## src/rtl/tff_ctrl_pkg.sv

```systemverilog
// ---------------------------------------------------------------------------
// tff_ctrl_pkg
// Shared types and constants for the T-flip-flop counter controller.
//   state_t        : controller state encoding (IDLE / RUN / DONE)
//   DEFAULT_WIDTH  : default counter / limit width in bits
// ---------------------------------------------------------------------------
package tff_ctrl_pkg;

    typedef enum logic [1:0] {
        IDLE = 2'b00,
        RUN  = 2'b01,
        DONE = 2'b10
    } state_t;

    localparam int DEFAULT_WIDTH = 8;

endpackage : tff_ctrl_pkg

```

## src/rtl/tff_cell.sv

```systemverilog
// ---------------------------------------------------------------------------
// tff_cell
// A single T flip-flop. The output toggles on a rising clock edge whenever t
// is high.
// Ports:
//   clk   : clock, rising edge active
//   reset : asynchronous active-low reset, clears q to 0
//   t     : toggle enable
//   q     : flip-flop output
// ---------------------------------------------------------------------------
module tff_cell (
    input  logic clk,
    input  logic reset,
    input  logic t,
    output logic q
);

    logic q_q;

    always_ff @(posedge clk or negedge reset) begin
        if (!reset) begin
            q_q <= 1'b0;
        end else if (t) begin
            q_q <= ~q_q;
        end
    end

    assign q = q_q;

endmodule : tff_cell

```

## src/rtl/tff_counter_ctrl.sv

```systemverilog
// ---------------------------------------------------------------------------
// tff_counter_ctrl
// Sequencing controller for a bank of T flip-flops used as an up-counter.
// A run command (start_valid/start_ready) carries a terminal value; the bank
// counts from 0 up to that value, honouring pause and abort, and the result
// is reported with a done_valid/done_ready handshake.
// Ports:
//   clk          : clock, rising edge active
//   reset        : asynchronous active-low reset
//   start_valid  : run command present
//   start_ready  : command can be accepted (IDLE only)
//   limit        : terminal count, sampled on command acceptance
//   pause        : hold the count while running
//   abort        : terminate the run early
//   count        : current T-flip-flop bank value
//   busy         : high while running
//   done_valid   : completion pending (DONE only)
//   done_ready   : consumer accepts completion
//   aborted      : qualifies done_valid, 1 = run ended by abort
// ---------------------------------------------------------------------------
module tff_counter_ctrl
    import tff_ctrl_pkg::*;
#(
    parameter int WIDTH = DEFAULT_WIDTH
) (
    input  logic             clk,
    input  logic             reset,
    input  logic             start_valid,
    output logic             start_ready,
    input  logic [WIDTH-1:0] limit,
    input  logic             pause,
    input  logic             abort,
    output logic [WIDTH-1:0] count,
    output logic             busy,
    output logic             done_valid,
    input  logic             done_ready,
    output logic             aborted
);

    state_t           state_q, state_d;
    logic [WIDTH-1:0] limit_q, limit_d;
    logic             aborted_q, aborted_d;
    logic [WIDTH-1:0] t_d;      // toggle enables driven into the bank
    logic [WIDTH-1:0] t_inc;    // toggle pattern that adds one to count
    logic             at_limit;

    // Increment as toggles: bit i flips when every lower bit is already 1.
    assign t_inc[0] = 1'b1;
    generate
        for (genvar gi = 1; gi < WIDTH; gi++) begin : g_inc
            assign t_inc[gi] = &count[gi-1:0];
        end
    endgenerate

    // The bank itself is the count register.
    generate
        for (genvar gi = 0; gi < WIDTH; gi++) begin : g_bank
            tff_cell u_cell (
                .clk   (clk),
                .reset (reset),
                .t     (t_d[gi]),
                .q     (count[gi])
            );
        end
    endgenerate

    assign at_limit = (count == limit_q);

    always_comb begin
        state_d   = state_q;
        limit_d   = limit_q;
        aborted_d = aborted_q;
        t_d       = '0;
        case (state_q)
            IDLE: begin
                if (start_valid) begin
                    limit_d   = limit;
                    aborted_d = 1'b0;
                    state_d   = RUN;
                    // Toggling every set bit clears the bank in one edge.
                    t_d       = count;
                end
            end
            RUN: begin
                // Terminal count outranks abort, so a collision reports a
                // normal completion.
                if (at_limit) begin
                    state_d   = DONE;
                    aborted_d = 1'b0;
                end else if (abort) begin
                    state_d   = DONE;
                    aborted_d = 1'b1;
                end else if (!pause) begin
                    t_d = t_inc;
                end
            end
            DONE: begin
                if (done_ready) begin
                    state_d = IDLE;
                end
            end
            default: begin
                state_d = IDLE;
            end
        endcase
    end

    always_ff @(posedge clk or negedge reset) begin
        if (!reset) begin
            state_q   <= IDLE;
            limit_q   <= '0;
            aborted_q <= 1'b0;
        end else begin
            state_q   <= state_d;
            limit_q   <= limit_d;
            aborted_q <= aborted_d;
        end
    end

    // Handshake outputs decode the state register only.
    assign start_ready = (state_q == IDLE);
    assign busy        = (state_q == RUN);
    assign done_valid  = (state_q == DONE);
    assign aborted     = aborted_q;

endmodule : tff_counter_ctrl

```

## config.mk

```make
export PLATFORM = sky130hd
export DESIGN_NAME = tff_counter_ctrl
export DESIGN_NICKNAME = d
export VERILOG_FILES = /design/src/rtl/tff_ctrl_pkg.sv /design/src/rtl/tff_cell.sv /design/src/rtl/tff_counter_ctrl.sv
export SDC_FILE = /design/constraint.sdc
export NUM_CORES = 1
export LEC_CHECK = 0
export ABC_CLOCK_PERIOD_IN_PS = 1950
export BUFFER_PORTS_ARGS = -buffer_cell sky130_fd_sc_hd__buf_2
export CAP_MARGIN = 20
export CORE_MARGIN = 1.5
export CORE_UTILIZATION = 50
export CTS_CLUSTER_DIAMETER = 150
export DETAILED_ROUTE_END_ITERATION = 8
export PLACE_DENSITY = 0.74
export SKIP_LAST_GASP = 1
export SLEW_MARGIN = 10
export SYNTH_ARGS = -nofsm -noshare
export SYNTH_HDL_FRONTEND = slang
export SYNTH_HIERARCHICAL = 1
export SYNTH_SLANG_ARGS = --single-unit
```

## constraint.sdc

```tcl
create_clock -name clk -period 1.95 [get_ports clk]
set_input_delay 0.195 -clock clk [delete_from_list [all_inputs] [get_ports clk]]
set_output_delay 0.195 -clock clk [all_outputs]
set_load 0.01 [all_outputs]
```

==> key figures, run 1 <==
Critical path
  – Critical R2R Launch: g_bank[7].u_cell/q
  – Critical Path Start: g_bank[7].u_cell/q
  – CP most frequent cell: xor2_1
  – CP Class: register to register
  – Worst path top cell family by delay: compound AO/OA/AOI/OAI gates
  – Worst EP arrival: 1.92 ns
  – CP Cell Sequence: xor2_1 > nor4_2 > a21boi_2 > a32o_1 > xor2_1
  – Crit-path max cell delay: 0.43 ns
  – Number of buffer and inverter stages on the critical path: 0
  – Data required time of the worst path: 2.13 ns
  – CP endpoint kind: register
  – Crit-path slowest cell: dfrtp_1
  – Crit Path Max Fanout: 11
  – Worst setup SP type: register

Global route
  – First-pass GRT wire length: 2.76 mm
  – Vias in the first global route: 639
  – Congestion Overflow GR: 0
  – Largest net degree at the start of global routing: 20
  – Initial antenna violation count: 0
  – GRT Util Overall: 18.8%

Timing
  – Max_slew headroom: 70.0%
  – Max Fclk: 573 MHz
  – Setup TNS Final: 0 ns
  – Max-slew violation count: 0
  – Final Cycle Share: 89.4%
  – Fin crit period: 1.74 ns
  – Setup violations, final: 0
  – Final hold violation count: 0
  – Post-route setup slack: 0.206 ns
  – RSZ-0062 raised after global routing: false
  – Clock Skews: 0.000932 ns
  – Worst slew pin tran: 0.447 ns

Synth
  – Synth top area share: 50.1%
  – Synthesis warning total: 6
  – Synthesized Nets: 91
  – Post-synth top area cell: dfrtp_1
  – Top cells by area, synth: dfrtp_1, xor2_1, mux2_2, a32o_1, a22o_1
  – Mapped Cells: 77
  – Mapped cell area: 948 sq um
  – Seq/Total Area, Yosys: 50.1%
  – Avg Inst Size Synth: 12.3 sq um
  – Synth Register Bits: 19
  – Yosys cell types: 20

Floorplan
  – DIE AREA: 2170 sq um
  – Initial Utilization: 54.3%
  – Core area: 1750 sq um
  – Die width: 46.6 um
  – Num ports: 26
  – Die Ht: 46.6 um
  – Rows: 15

Clock network
  – Clock Sink Count: 19
  – Clk_lat worst skew: 0.28 ns
  – CTS tree: built
  – Clk pin slew, worst setup/hold paths: 0.10 ns
  – Bufs on Longest Clock Path: 2
  – H-tree level count: 1
  – CTS root buffer: clkbuf_4
  – TritonCTS Buffers: 3

Placed design
  – Area post-placement: 1130 sq um
  – Pre-CTS WS: 0.0358 ns
  – GPL Wtd Cong: 0.817
  – IO Port Bufs: 25
  – HPWL after DPL: 1.42 mm

Power
  – Sw Pwr: 663 uW
  – Switching part of the total: 38.2%
  – Leakage power: 0.000611 uW
  – Clk pwr share: 11.0%
  – Final Power: 1740 uW
  – Seq pwr share: 40.7%
  – Pint: 1070 uW
  – Comb pwr share: 48.3%
  – Pwr Density: 1480 nW/um^2
  – Peak supply drop: 0.789 mV

Route
  – Number of vias per cell: 5.10
  – Total routed wirelength: 1.84 mm
  – Drt pass-1 iters: 4
  – Total number of vias: 684
  – WL/cell: 13.7 um
  – DRC violation count after routing: 0
  – Initial drt markers: 18
  – Antenna Nets Post-Route: 0

Layout
  – Post-route cell area: 1170 sq um
  – Multi-input gate area in the final layout: 448 sq um
  – Layout fillers: 141
  – Nets@finish: 124
  – Fraction of layout cells with a size suffix above 1: 41.3%
  – Area grow syn2layout: 23.7%
  – Register area: 475 sq um
  – Ant. Diodes: 0

Outcome
  – Outcome: finished clean

Worst hold path
  – Worst Hold Class: input port to register
  – Hold path start: limit[7]

Job
  – Max-cap viol count: 0
## what timing repair did
action,in CTS,in global routing
hold buffers,1,0
gates resized for setup,0,1
endpoints found under the hold margin,19,0
setup endpoints to repair,0,8
buffers inserted,0,0
## power by group through the flow
| stage | registers (uW) | clock network, uW | logic (uW) |
|---|---|---|---|
| after floorplan | 748 | 0 | 505 |
| after global placement | 705 | 0 | 815 |
| after detailed placement | 719 | 0 | 837 |
| after CTS | 708 | 199 | 843 |
| after global routing | 733 | 216 | 916 |
| final | 706 | 191 | 839 |
## state kept, by name, indices dropped and copies added, names as in the netlist
register         flops
g_bank.u_cell/q      8
limit_q              8
aborted              1
state_q              2
## per-stage QoR
step	util, %	cells	hold WS (ns)
after global placement	64.9	129	0.155
after CTS	67.0	134	0.127
final	67.2	134	0.135
after detailed placement	64.9	129	0.158
after floorplan	-	77	-0.101
after global routing	67.2	134	0.122
## synthesized netlist by cell type
library cell,n
nand2_1,1
a21boi_1,1
buf_6,1
a22o_1,3
nor2_1,3
a21o_1,1
inv_1,2
nor2b_1,2
buf_2,2
nor4_2,2
and4_1,1
xor2_1,16
and3_1,4
a21oi_1,3
o32a_1,1
a31o_2,1
dfrtp_1,19
a32o_1,4
mux2_2,8
and2_1,2
## placed cells by master (no fill, tap or decap), types with 4 or more instances in the layout
master   netlist  routed
dfrtp_1       19      19
mux2_2         8       8
buf_2          2      25
a32o_1         4       4
buf_4          0       4
and3_1         4       4
xor2_1        16      16
## cell families after synthesis
family / synth area share (%)
buf+inv: 3.03
mux: 9.50
simple gates: 10.4
flops: 50.1
xor+xnor: 14.8
compound gates: 12.1
## final cells by class
cell class                      count  share of cell area (%)
Inverter                            2                   0.640
Sequential cell                    19                    40.5
Multi-Input combinational cell     53                    38.2
Timing Repair Buffer               31                    15.8
Clock buffer                        4                    2.24
Tap cell                           25                    2.67
## metal layers
layer / vias up / share of wire [%] / global-route usage, %
met4: 0 / 0.98 / 8.57
met5: - / 0 / 0
met2: 15 / 52 / 32.5
li1: 338 / - / -
met1: 329 / 44 / 22.4
met3: 2 / 2.4 / 3.53
## final timing paths
path                                 endpoint  slack (ns)  cells past startpoint
setup / recovery           g_bank[1].u_cell/q        0.21                      5
hold / removal                     limit_q[7]        0.14                      2
setup reg to reg           g_bank[1].u_cell/q        0.21                      5
hold reg to reg            g_bank[7].u_cell/q        0.52                      1
max in group asynchronous          limit_q[6]        1.29                      2
min in group asynchronous  g_bank[2].u_cell/q        0.37                      2
No activity file was read; power rests on OpenSTA's default activity.
==> inputs of run 2 (changes only) <==
Settings changed: CELL_PAD_IN_SITES_DETAIL_PLACEMENT set to 0, CELL_PAD_IN_SITES_GLOBAL_PLACEMENT set to 1, CORE_UTILIZATION 50 to 39, PLACE_DENSITY 0.74 to 0.73.
==> run 2 against run 1 <==
Combinational power is 3.9% lower. Cell area is 0.43% lower. Sequential cell count stayed put. First-iteration DRC count is 5.6% lower. Utilization is 15 points lower. Total power is 0.90% lower. Sequential share of layout area is 0.17 points higher. Worst setup slack worse by 0.053 ns. Register-to-register slack worse by 0.05 ns. Maximum frequency is 3.0% lower. Global-route usage is 3.3 points lower. Die area is 26% higher. Highest routed layer unchanged.
==> key figures, run 2 (synthesized netlist as in run 1, its figures left out) <==
Outcome
  – Outcome: finished clean (unchanged)

Layout
  – Commonest cells after routing, fill and taps aside: buf_2, dfrtp_1, xor2_1 (unchanged)
  – Ant. Diodes: 0 (unchanged)
  – Multi-input gate area in the final layout: 448 sq um (unchanged)
  – Post-route cell area: 1170 sq um (about the same)
  – Layout fillers: 219 (was 141)
  – Most common cell after layout, fill and taps aside: buf_2 (unchanged)
  – Nets@finish: 124 (unchanged)
  – Register area: 475 sq um (unchanged)
  – Fraction of layout cells with a size suffix above 1: 42.2% (was 41.3%)
  – Area grow syn2layout: 23.2% (was 23.7%)
  – Final core occ: 51.8% (was 67.2%)

Timing
  – Max Fclk: 556 MHz (was 573 MHz)
  – Worst slew pin tran: 0.506 ns (was 0.447 ns)
  – Max-slew violation count: 0 (unchanged)
  – Setup violations, final: 0 (unchanged)
  – Fin crit period: 1.80 ns (was 1.74 ns)
  – Max_slew headroom: 66.1% (was 70.0%)
  – Final hold violation count: 0 (unchanged)
  – Final Cycle Share: 92.2% (was 89.4%)
  – RSZ-0062 raised after global routing: false (unchanged)
  – Setup TNS Final: 0 ns (unchanged)
  – Clock Skews: 0.0138 ns (was 0.000932 ns)

Clock network
  – Clk_lat worst skew: 0.30 ns (was 0.28 ns)
  – Clk pin slew, worst setup/hold paths: 0.12 ns (was 0.10 ns)
  – Bufs on Longest Clock Path: 2 (unchanged)
  – Post-CTS setup buffers: 0 (unchanged)
  – H-tree level count: 1 (unchanged)
  – Clock Sink Count: 19 (unchanged)
  – CTS tree: built (unchanged)
  – CTS root buffer: clkbuf_4 (unchanged)
  – TritonCTS Buffers: 3 (unchanged)

Power
  – Peak supply drop: 0.791 mV (was 0.789 mV)
  – Leakage power: 0.000606 uW (was 0.000611 uW)
  – Clk pwr share: 11.9% (was 11.0%)
  – Pint: 1040 uW (was 1070 uW)
  – Pwr Density: 1470 nW/um^2 (was 1480 nW/um^2)
  – Final Power: 1720 uW (was 1740 uW)
  – Switching part of the total: 39.3% (was 38.2%)
  – Seq pwr share: 41.3% (was 40.7%)
  – Comb pwr share: 46.9% (was 48.3%)
  – Sw Pwr: 677 uW (was 663 uW)

Critical path
  – CP most frequent cell: xor2_1 (unchanged)
  – Crit-path slowest cell: dfrtp_1 (unchanged)
  – CP endpoint kind: register (unchanged)
  – Worst path top cell family by delay: compound AO/OA/AOI/OAI gates (unchanged)
  – CP Class: register to register (unchanged)
  – Crit-path max cell delay: 0.47 ns (was 0.43 ns)
  – Number of buffer and inverter stages on the critical path: 0 (unchanged)
  – Crit Path Max Fanout: 11 (unchanged)
  – CP Cell Sequence: xor2_1 > nor4_2 > a21boi_2 > a32o_1 > xor2_1 (unchanged)
  – Worst setup SP type: register (unchanged)
  – Data required time of the worst path: 2.16 ns (was 2.13 ns)
  – Worst EP arrival: 2.00 ns (was 1.92 ns)

Placed design
  – HPWL after DPL: 1.38 mm (was 1.42 mm)
  – Area post-placement: 1120 sq um (was 1130 sq um)
  – IO Port Bufs: 25 (unchanged)
  – GPL Wtd Cong: 0.804 (was 0.817)

Floorplan
  – Initial Utilization: 42.1% (was 54.3%)
  – Die Ht: 52.3 um (was 46.6 um)
  – Rows: 17 (was 15)
  – DIE AREA: 2740 sq um (was 2170 sq um)
  – Core area: 2250 sq um (was 1750 sq um)
  – Num ports: 26 (unchanged)
  – Die width: 52.3 um (was 46.6 um)

Route
  – DRC violation count after routing: 0 (unchanged)
  – Total number of vias: 684 (unchanged)
  – Total routed wirelength: 1.86 mm (was 1.84 mm)
  – WL/cell: 13.6 um (was 13.7 um)
  – Number of vias per cell: 4.99 (was 5.10)
  – Initial drt markers: 17 (was 18)
  – Drt pass-1 iters: 4 (unchanged)
  – Antenna Nets Post-Route: 0 (unchanged)

Global route
  – Largest net degree at the start of global routing: 20 (unchanged)
  – First-pass GRT wire length: 3.04 mm (was 2.76 mm)
  – Vias in the first global route: 649 (was 639)
  – Initial antenna violation count: 0 (unchanged)
  – GRT Util Overall: 15.6% (was 18.8%)
  – Congestion Overflow GR: 0 (unchanged)

Worst hold path
  – Worst Hold Class: input port to register (unchanged)

Job
  – Max-cap viol count: 0 (unchanged)
==> run 2: layout make-up <==
type / instances / area share, %
clock buffer: 3 / 1.93
multi-input combinational: 53 / 38.3
tap: 28 / 3.00
clock inverter: 1 / 0.642
sequential: 19 / 40.7
inverter: 2 / 0.642
timing repair buffer: 31 / 14.8
==> run 2: worst register-to-register path: cells and delay by family, from the launching register on <==
kind	cells	cell delay, ns
compound gates	2	0.53
xor+xnor	2	0.33
flops	1	0.47
simple gates	1	0.38
==> run 2: repair_timing <==
action                                  in CTS  in global routing
resized for setup                            1                  0
endpoints found under the setup margin       5                  0
hold buffers                                 1                  0
endpoints found under the hold margin       19                  0
==> run 2: worst paths after layout <==
path,from,endpoint,slack [ns],cells past startpoint
max,g_bank[6].u_cell/q,g_bank[1].u_cell/q,0.15,5
min in group asynchronous,reset,g_bank[7].u_cell/q,0.34,2
max in group asynchronous,reset,g_bank[0].u_cell/q,1.30,2
min reg2reg,aborted,aborted,0.51,1
max reg2reg,g_bank[6].u_cell/q,g_bank[1].u_cell/q,0.15,5
min,limit[6],limit_q[6],0.11,2
==> run 2: routing by layer <==
layer,wire length (um),up-vias,part of all wire (%),track usage (%)
li1,-,337,-,-
met1,950,320,51,22.0
met2,794,25,43,22.9
met3,98,2,5.3,5.14
met4,14,0,0.75,3.85
met5,0,-,0,0
==> run 2: per-stage QoR <==
stage          cells  hold slack [ns]  setup WS (ns)
3_3_place_gp     132            0.155         0.0492
5_1_grt          137            0.105         0.0743
4_1_cts          137            0.100          0.155
3_5_place_dp     132            0.158         0.0118
6_report         137            0.110          0.153
2_1_floorplan     77           -0.101          0.263
==> run 2: power by group through the flow <==
| stage | Clock [uW] | Sequential [uW] | Combinational (uW) |
|---|---|---|---|
| 2_1_floorplan | 0 | 748 | 505 |
| 3_3_place_gp | 0 | 708 | 800 |
| 3_5_place_dp | 0 | 722 | 806 |
| 4_1_cts | 213 | 711 | 817 |
| 5_1_grt | 225 | 737 | 893 |
| 6_report | 204 | 710 | 806 |
